`src/rtl/change_dispenser.sv`:
```
// Vending change dispenser: product motor timing, coin hopper payout, jam detection.
// Optional build macro DISPENSE_TIMEOUT_EN adds a PAY no-coin timeout that forces JAM.
module change_dispenser #(
    parameter int MOTOR_CYCLES   = 8,
    parameter int GAP_CYCLES     = 2,
    parameter int TIMEOUT_CYCLES = 64
) (
    input  logic       clk,
    input  logic       rst,
    input  logic       vend,
    input  logic [1:0] change,
    input  logic       coin_sense,
    input  logic       hopper_empty,
    output logic       busy,
    output logic       product_motor,
    output logic       hopper_motor,
    output logic [1:0] owed,
    output logic       done,
    output logic       jam,
    output logic       lost
);

    if (MOTOR_CYCLES < 1 || MOTOR_CYCLES > 255 || GAP_CYCLES < 1 || GAP_CYCLES > 15 ||
        TIMEOUT_CYCLES < 2 || TIMEOUT_CYCLES > 1023) begin : g_param_check
        $error("change_dispenser: parameter out of range");
    end

    typedef enum logic [2:0] {
        S_IDLE, S_VEND, S_PAY, S_GAP, S_DONE, S_JAM
    } state_t;

    localparam logic [7:0] MOTOR_LOAD = 8'(MOTOR_CYCLES - 1);
    localparam logic [7:0] GAP_LOAD   = 8'(GAP_CYCLES - 1);

    state_t     state, state_nx;
    logic [7:0] cnt, cnt_nx;
    logic [1:0] owed_nx;
    logic       lost_nx;
    logic       coin_s1, coin_s2, coin_s3;
    logic       coin_edge;
    logic       request;

`ifdef DISPENSE_TIMEOUT_EN
    localparam logic [9:0] TMO_LOAD = 10'(TIMEOUT_CYCLES - 1);
    logic [9:0] tmo, tmo_nx;
`endif

    assign request   = vend || (change != 2'b00);
    assign coin_edge = coin_s2 && !coin_s3;

    always_comb begin
        state_nx = state;
        cnt_nx   = cnt;
        owed_nx  = owed;
        lost_nx  = lost;
`ifdef DISPENSE_TIMEOUT_EN
        tmo_nx   = tmo;
`endif
        if (request && state != S_IDLE)
            lost_nx = 1'b1;

        case (state)
            S_IDLE: begin
                if (request) begin
                    owed_nx = change;
                    if (vend) begin
                        state_nx = S_VEND;
                        cnt_nx   = MOTOR_LOAD;
                    end else begin
                        state_nx = S_PAY;
                    end
                end
            end
            S_VEND: begin
                if (cnt == 8'd0)
                    state_nx = (owed != 2'b00) ? S_PAY : S_DONE;
                else
                    cnt_nx = cnt - 8'd1;
            end
            S_PAY: begin
                // An empty hopper outranks a coin arriving in the same cycle.
                if (hopper_empty) begin
                    state_nx = S_JAM;
                end else if (coin_edge) begin
                    if (owed <= 2'd1) begin
                        owed_nx  = 2'd0;
                        state_nx = S_DONE;
                    end else begin
                        owed_nx  = owed - 2'd1;
                        state_nx = S_GAP;
                        cnt_nx   = GAP_LOAD;
                    end
                end
`ifdef DISPENSE_TIMEOUT_EN
                else if (tmo == 10'd0)
                    state_nx = S_JAM;
                else
                    tmo_nx = tmo - 10'd1;
`endif
            end
            S_GAP: begin
                if (hopper_empty)
                    state_nx = S_JAM;
                else if (cnt == 8'd0)
                    state_nx = S_PAY;
                else
                    cnt_nx = cnt - 8'd1;
            end
            S_DONE: begin
                state_nx = S_IDLE;
                owed_nx  = 2'd0;
            end
            S_JAM:   state_nx = S_JAM;
            default: state_nx = S_IDLE;
        endcase

`ifdef DISPENSE_TIMEOUT_EN
        if (state_nx == S_PAY && state != S_PAY)
            tmo_nx = TMO_LOAD;
`endif
    end

    // Outputs are registered from the next state so they change with the state flop.
    always_ff @(posedge clk or posedge rst) begin
        if (rst) begin
            state         <= S_IDLE;
            cnt           <= 8'd0;
            owed          <= 2'd0;
            lost          <= 1'b0;
            coin_s1       <= 1'b0;
            coin_s2       <= 1'b0;
            coin_s3       <= 1'b0;
            busy          <= 1'b0;
            product_motor <= 1'b0;
            hopper_motor  <= 1'b0;
            done          <= 1'b0;
            jam           <= 1'b0;
`ifdef DISPENSE_TIMEOUT_EN
            tmo           <= 10'd0;
`endif
        end else begin
            state         <= state_nx;
            cnt           <= cnt_nx;
            owed          <= owed_nx;
            lost          <= lost_nx;
            coin_s1       <= coin_sense;
            coin_s2       <= coin_s1;
            coin_s3       <= coin_s2;
            busy          <= (state_nx != S_IDLE);
            product_motor <= (state_nx == S_VEND);
            hopper_motor  <= (state_nx == S_PAY);
            done          <= (state_nx == S_DONE);
            jam           <= (state_nx == S_JAM);
`ifdef DISPENSE_TIMEOUT_EN
            tmo           <= tmo_nx;
`endif
        end
    end

endmodule

```
`config.mk`:
```
export PLATFORM = sky130hd
export DESIGN_NAME = change_dispenser
export DESIGN_NICKNAME = d
export VERILOG_FILES = /design/src/rtl/change_dispenser.sv
export SDC_FILE = /design/constraint.sdc
export NUM_CORES = 1
export LEC_CHECK = 0
export ABC_CLOCK_PERIOD_IN_PS = 2570
export BUFFER_PORTS_ARGS = -buffer_cell sky130_fd_sc_hd__buf_2
export CORE_MARGIN = 8
export CORE_UTILIZATION = 45
export CTS_CLUSTER_DIAMETER = 120
export CTS_CLUSTER_SIZE = 25
export DETAILED_ROUTE_END_ITERATION = 7
export PLACE_DENSITY_LB_ADDON = 0.08
export SLEW_MARGIN = 20
export SYNTH_ARGS = -nofsm -noshare
export SYNTH_HDL_FRONTEND = slang
export SYNTH_SLANG_ARGS = --single-unit
```
`constraint.sdc`:
```
create_clock -name clk -period 2.57 [get_ports clk]
set_input_delay 0.1285 -clock clk [delete_from_list [all_inputs] [get_ports clk]]
set_output_delay 0.1285 -clock clk [all_outputs]
set_load 0.01 [all_outputs]
```
== Yosys cells after proc, flatten, opt, wreduce, memory -nomap -nowiden ==
Index checks and enable logic that the tools add are counted.
Word-level totals
  flip-flop bits (word level): 22
  bits of input ports: 7
  output and inout port bits: 8
  logic and storage cells: 67
Operators by class
  $add $sub $neg: 2
  order comparisons: 1
  equality and inequality tests: 15
  muxes and demuxes: 23
  reductions and logical operators: 14
Operators with widths (count)
  8-bit 2-to-1 mux: 7
  8-bit case mux with 4 select lines: 1
  3-bit 2-to-1 mux: 8
  3-bit case mux with 5 select lines: 1
  3-bit equality test, second input constant: 4
  2-bit inequality test, second input constant: 6
  2-bit 2-to-1 mux: 5
  3-bit by 2-bit equality test with 1-bit output, second input constant: 3
  3-bit nonzero test: 3
  8-bit logical NOT: 1
  8-bit by 1-bit subtractor with 8-bit output, second input constant: 1
  7-bit AND reduction: 1
  3-bit by 1-bit equality test with 1-bit output, second input constant: 2
  2-bit case mux with 3 select lines: 1
  4-bit AND reduction: 1
  2-bit nonzero test: 2
  4-bit nonzero test: 1
  3-bit logical NOT: 1
  2-bit by 1-bit <= comparator with 1-bit output, second input constant: 1
  1-bit logical AND: 2
  2-bit by 1-bit subtractor with 2-bit output, second input constant: 1
  1-bit logical NOT: 1
  1-bit logical OR: 1

== Logic depth before layout (Yosys ltp) ==
  word-level depth: 6
  mapped depth: 7
  depth with buffers taken out: 7

== Worst setup path before layout ==
OpenSTA, ideal clock, no wires.
  kind: reg-to-reg
  from: reg cnt[0]
  to: reg cnt[0]
  library setup time: 0.125 ns
  data arrival time: 1.903 ns
  required time: 2.445 ns
  path slack: 0.543 ns
  stages on the path, launching flop included: 7
  path buffers: 0
  period minus slack after synthesis: 2.027 ns
  cells stage by stage: dfrtp_1 > inv_1 > ha_1 > or4b_4 > or2_2 > o22ai_1 > mux2_2
On the way
  cells in the longest elaborated chain, start to end: 4
  elaborated cells between the ends (all ways): 5
  classes of those cells: add/sub: 1; mux: 3; reduce/logical: 1
RTL lines
  start: declaration: line 36  | logic [7:0] cnt, cnt_nx;
  start signal: assignment: line 143  | cnt <= cnt_nx;
  8-bit by 1-bit subtractor with 8-bit output / 8-bit logical NOT (equally long branches)
  8-bit 2-to-1 mux *: line 75, 104
  8-bit 2-to-1 mux: line 102  | if (hopper_empty)
  8-bit case mux with 4 select lines *: line 62  | case (state)
Mark *: on every way between the ends. The rest lies on a longest branch, timed or not. The select of a mux whose other input is x is not followed.
A chain may end at the register's enable or synchronous reset.

== Worst setup path in the final report ==
  from: reg state[0]
  to: reg cnt[4]
On the way
  cells in the longest elaborated chain, start to end: 3
  elaborated cells between the ends (all ways): 13
  classes of those cells: eq/ne: 9; mux: 1; reduce/logical: 3
RTL lines
  start: declaration: line 35  | state_t state, state_nx;
  start signal: assignment: line 142  | state <= state_nx;
  3-bit by 2-bit equality test with 1-bit output, or another cell as far along: line 62
  4-bit nonzero test (no line) / 2-bit inequality test (equally long branches)
  7-bit AND reduction (no line)
Parallel ways exist; a longest one is shown, timed or not.

==> results.sh <==
export IMPL_power_frac_seq_pct=38.3
export IMPL_synth_cell_types=47
export IMPL_core_rowCount=18
export IMPL_post_cts_buffers=0
export IMPL_path_clk_slew_ns=0.14
export IMPL_antenna_found_initial=0
export IMPL_synth_compound_area_share_pct=22.2
export IMPL_rsz0062_at_grt="no"
export IMPL_final_cell_mix="22 x dfrtp_1, 14 x buf_2, 9 x nor2_1, 8 x inv_1, 7 x o21ai_0"
export IMPL_cp_endpoint="cnt[4]"
export IMPL_combPwrFrac_pct=45.8
export IMPL_yosysSeqAreaShare_pct=47.2
export IMPL_skew_ns=0.0101
export IMPL_root_buffer="clkbuf_4"
export IMPL_p_int_mw=0.983
export IMPL_r2r_start="state[0]"
export IMPL_slew_headroom_pct=45.3
export IMPL_synth_adder_area_share_pct=2.15
export IMPL_worstPathMaxFanout=16
export IMPL_cp_required_ns=2.78
export IMPL_syn_cell_area_um2=1170
export IMPL_p_per_area_nw_per_um2=1270
export IMPL_r2r_end="cnt[4]"
export IMPL_synth_xor_xnor_area_share_pct=0.751
export IMPL_cts_htree_levels=1
export IMPL_setup_viol=0
export IMPL_die_h_um=66.9
export IMPL_final_common_cell="dfrtp_1"
export IMPL_pin_count=15
export IMPL_initial_core_util_pct=47.1
export IMPL_ys_warn_count=0
export IMPL_tns_ns=0
export IMPL_vias_per_cell=5.90
export IMPL_finalNetCount=143
export IMPL_swShare_pct=42.1
export IMPL_cts_sinks=22
export IMPL_p_total_mw=1.70
export IMPL_io_buffers=14
export IMPL_startpoint_type="register"
export IMPL_grt_max_degree=23
export IMPL_yosys_register_bits=22
export IMPL_hold_class="in2reg"
export IMPL_async_flop_share_pct=100
export IMPL_core_um2=2480
export IMPL_syn_num_nets=124
export IMPL_maxCapViolations=0
export IMPL_timing_final_max_slew_violations=0
export IMPL_syn_inst=115
export IMPL_fin_crit_ns=2.25
export IMPL_pwr_share_clk_pct=15.9
export IMPL_synth_simple_gate_area_share_pct=21.8
export IMPL_cp_data_arrival_time_ns=2.47
export IMPL_fin_crit_sh_pct=87.7
export IMPL_p_leak_nw=0.594
export IMPL_synth_mux_area_share_pct=1.93
export IMPL_layout_drive_gt1_share_pct=24.1
export IMPL_dr_pass1_iters=4
export IMPL_cts_tree="done"
export IMPL_cts_made_buffers=3
export IMPL_insertion_delay_ns=0.31
export IMPL_place_hpwl_um=1760
export IMPL_ant_nets=0
export IMPL_wire_per_inst_um=15.3
export IMPL_switching_power_mw=0.716
export IMPL_report_final_hold_viol_count=0
export IMPL_post_route_util_pct=54.1
export IMPL_diodes=0
export IMPL_grt_remaining_overflow=0
export IMPL_die_w_um=66.9
export IMPL_tightestPinTransition_ns=0.819
export IMPL_vias=962
export IMPL_gp_congestion=0.852
export IMPL_syn_avg_cell_area_um2=10.1
export IMPL_startpoint="state[0]"
export IMPL_cts_resized=0
export IMPL_drt_initial_drc_count=38
export IMPL_synth_top_family_by_area="compound AO/OA/AOI/OAI gates"
export IMPL_ff2ff_path_depth=4
export IMPL_status="finished clean"
export IMPL_r2r_slack_ns=0.32
export IMPL_clockBufferDepth=2
export IMPL_die_area_um2=4480
export IMPL_synth_edff_count=0
export IMPL_crit_type="reg2reg"
export IMPL_grt_pass1_vias=940
export IMPL_synthToLayoutAreaGrowth_pct=15.0
export IMPL_synth_ff_type="dfrtp_1"
export IMPL_vdd_drop_max_mv=0.723
export IMPL_drc=0
export IMPL_grt_use_total_pct=12.7
export IMPL_max_freq_mhz=444
export IMPL_grt_pass1_wl_um=4400
export IMPL_wl_um=2500
export IMPL_crit_path_end_kind="register"
export IMPL_hold_ws_ns=0.0882
[power by group through the flow]
stage	clock network (mW)	logic [mW]	registers [mW]
finish	0.270	0.778	0.651
global route	0.300	0.870	0.678
CTS	0.281	0.776	0.650
detailed placement	0	0.772	0.656
global placement	0	0.766	0.649
floorplan	0	0.620	0.588
[logic make-up after synthesis]
logic type               count (synthesis)
AO/OA/AOI/OAI                           35
AND/OR/NAND/NOR                         41
buffers and inverters                   12
multiplexers                             2
flip-flops                              22
XOR/XNOR                                 1
adder cells (fa/ha/maj)                  2
[cell usage after synthesis (2+ instances only)]
cell type   n  share of area, %
clkbuf_1    2              0.64
nor2_1      9               2.9
o21ai_0     7               3.0
o211ai_1    2               1.3
nor3_1      5               2.1
nand2_1     2              0.64
or3_1       4               2.1
a21o_1      2               1.3
o22ai_1     5               2.7
dfrtp_1    22                47
or3b_2      2               1.5
ha_1        2               2.1
inv_1       8               2.6
mux2_2      2               1.9
a21oi_1     3               1.3
o2bb2ai_1   5               3.8
nand3_1     2              0.86
or2_2       2               1.1
[worst max-delay path: stages, from the launching register on]
cell      delay (ns)
dfrtp_1         0.70
inv_1           0.29
a211oi_2        0.55
o211ai_1        0.29
o31ai_1         0.33
[per-layer routing]
| metal | wire length, um | vias up | GRT usage [%] |
|---|---|---|---|
| met2 | 1130 | 22 | 19.5 |
| li1 | - | 474 | - |
| met4 | 15 | 0 | 5.48 |
| met5 | 0 | - | 0 |
| met3 | 140 | 2 | 3.02 |
| met1 | 1220 | 464 | 16.7 |
[final cells by class]
type,instances,area (um^2)
Tap cell,30,37.5
Timing Repair Buffer,17,97.6
Sequential cell,22,551
Inverter,9,33.8
Clock inverter,1,30.0
Clock buffer,3,22.5
Multi-Input combinational cell,81,569
Fill cell,232,1140
[how the worst min path moves through the flow]
stage	slack [ns]	end	from	depth (start not counted)
2_1_floorplan	0.12	busy	rst	1
3_3_place_gp	0.24	coin_s1	coin_sense	1
3_5_place_dp	0.24	coin_s1	coin_sense	1
4_1_cts	0.08	owed[1]	change[1]	3
5_1_grt	0.07	owed[1]	change[1]	3
6_report	0.09	owed[1]	change[1]	3
[metrics by stage]
stage	cell area (um^2)	cells	setup slack [ns]
final	1340	163	0.317
after detailed placement	1270	157	0.382
after CTS	1340	163	0.353
after global routing	1340	163	0.143
after global placement	1270	157	0.392
after floorplan	1170	115	0.543
[sequential cells by signal (all words and copies together), names as in the netlist]
signal	count
coin_s3	1
jam	1
cnt	8
done	1
owed	2
lost	1
busy	1
hopper_motor	1
product_motor	1
state	3
coin_s1	1
coin_s2	1
[repair_timing]
action,4_1_cts,5_1_grt
hold buffers,2,0
endpoints found under the hold margin,23,0
endpoints found under the setup margin,0,0
Power figures use the tool's default switching activity.
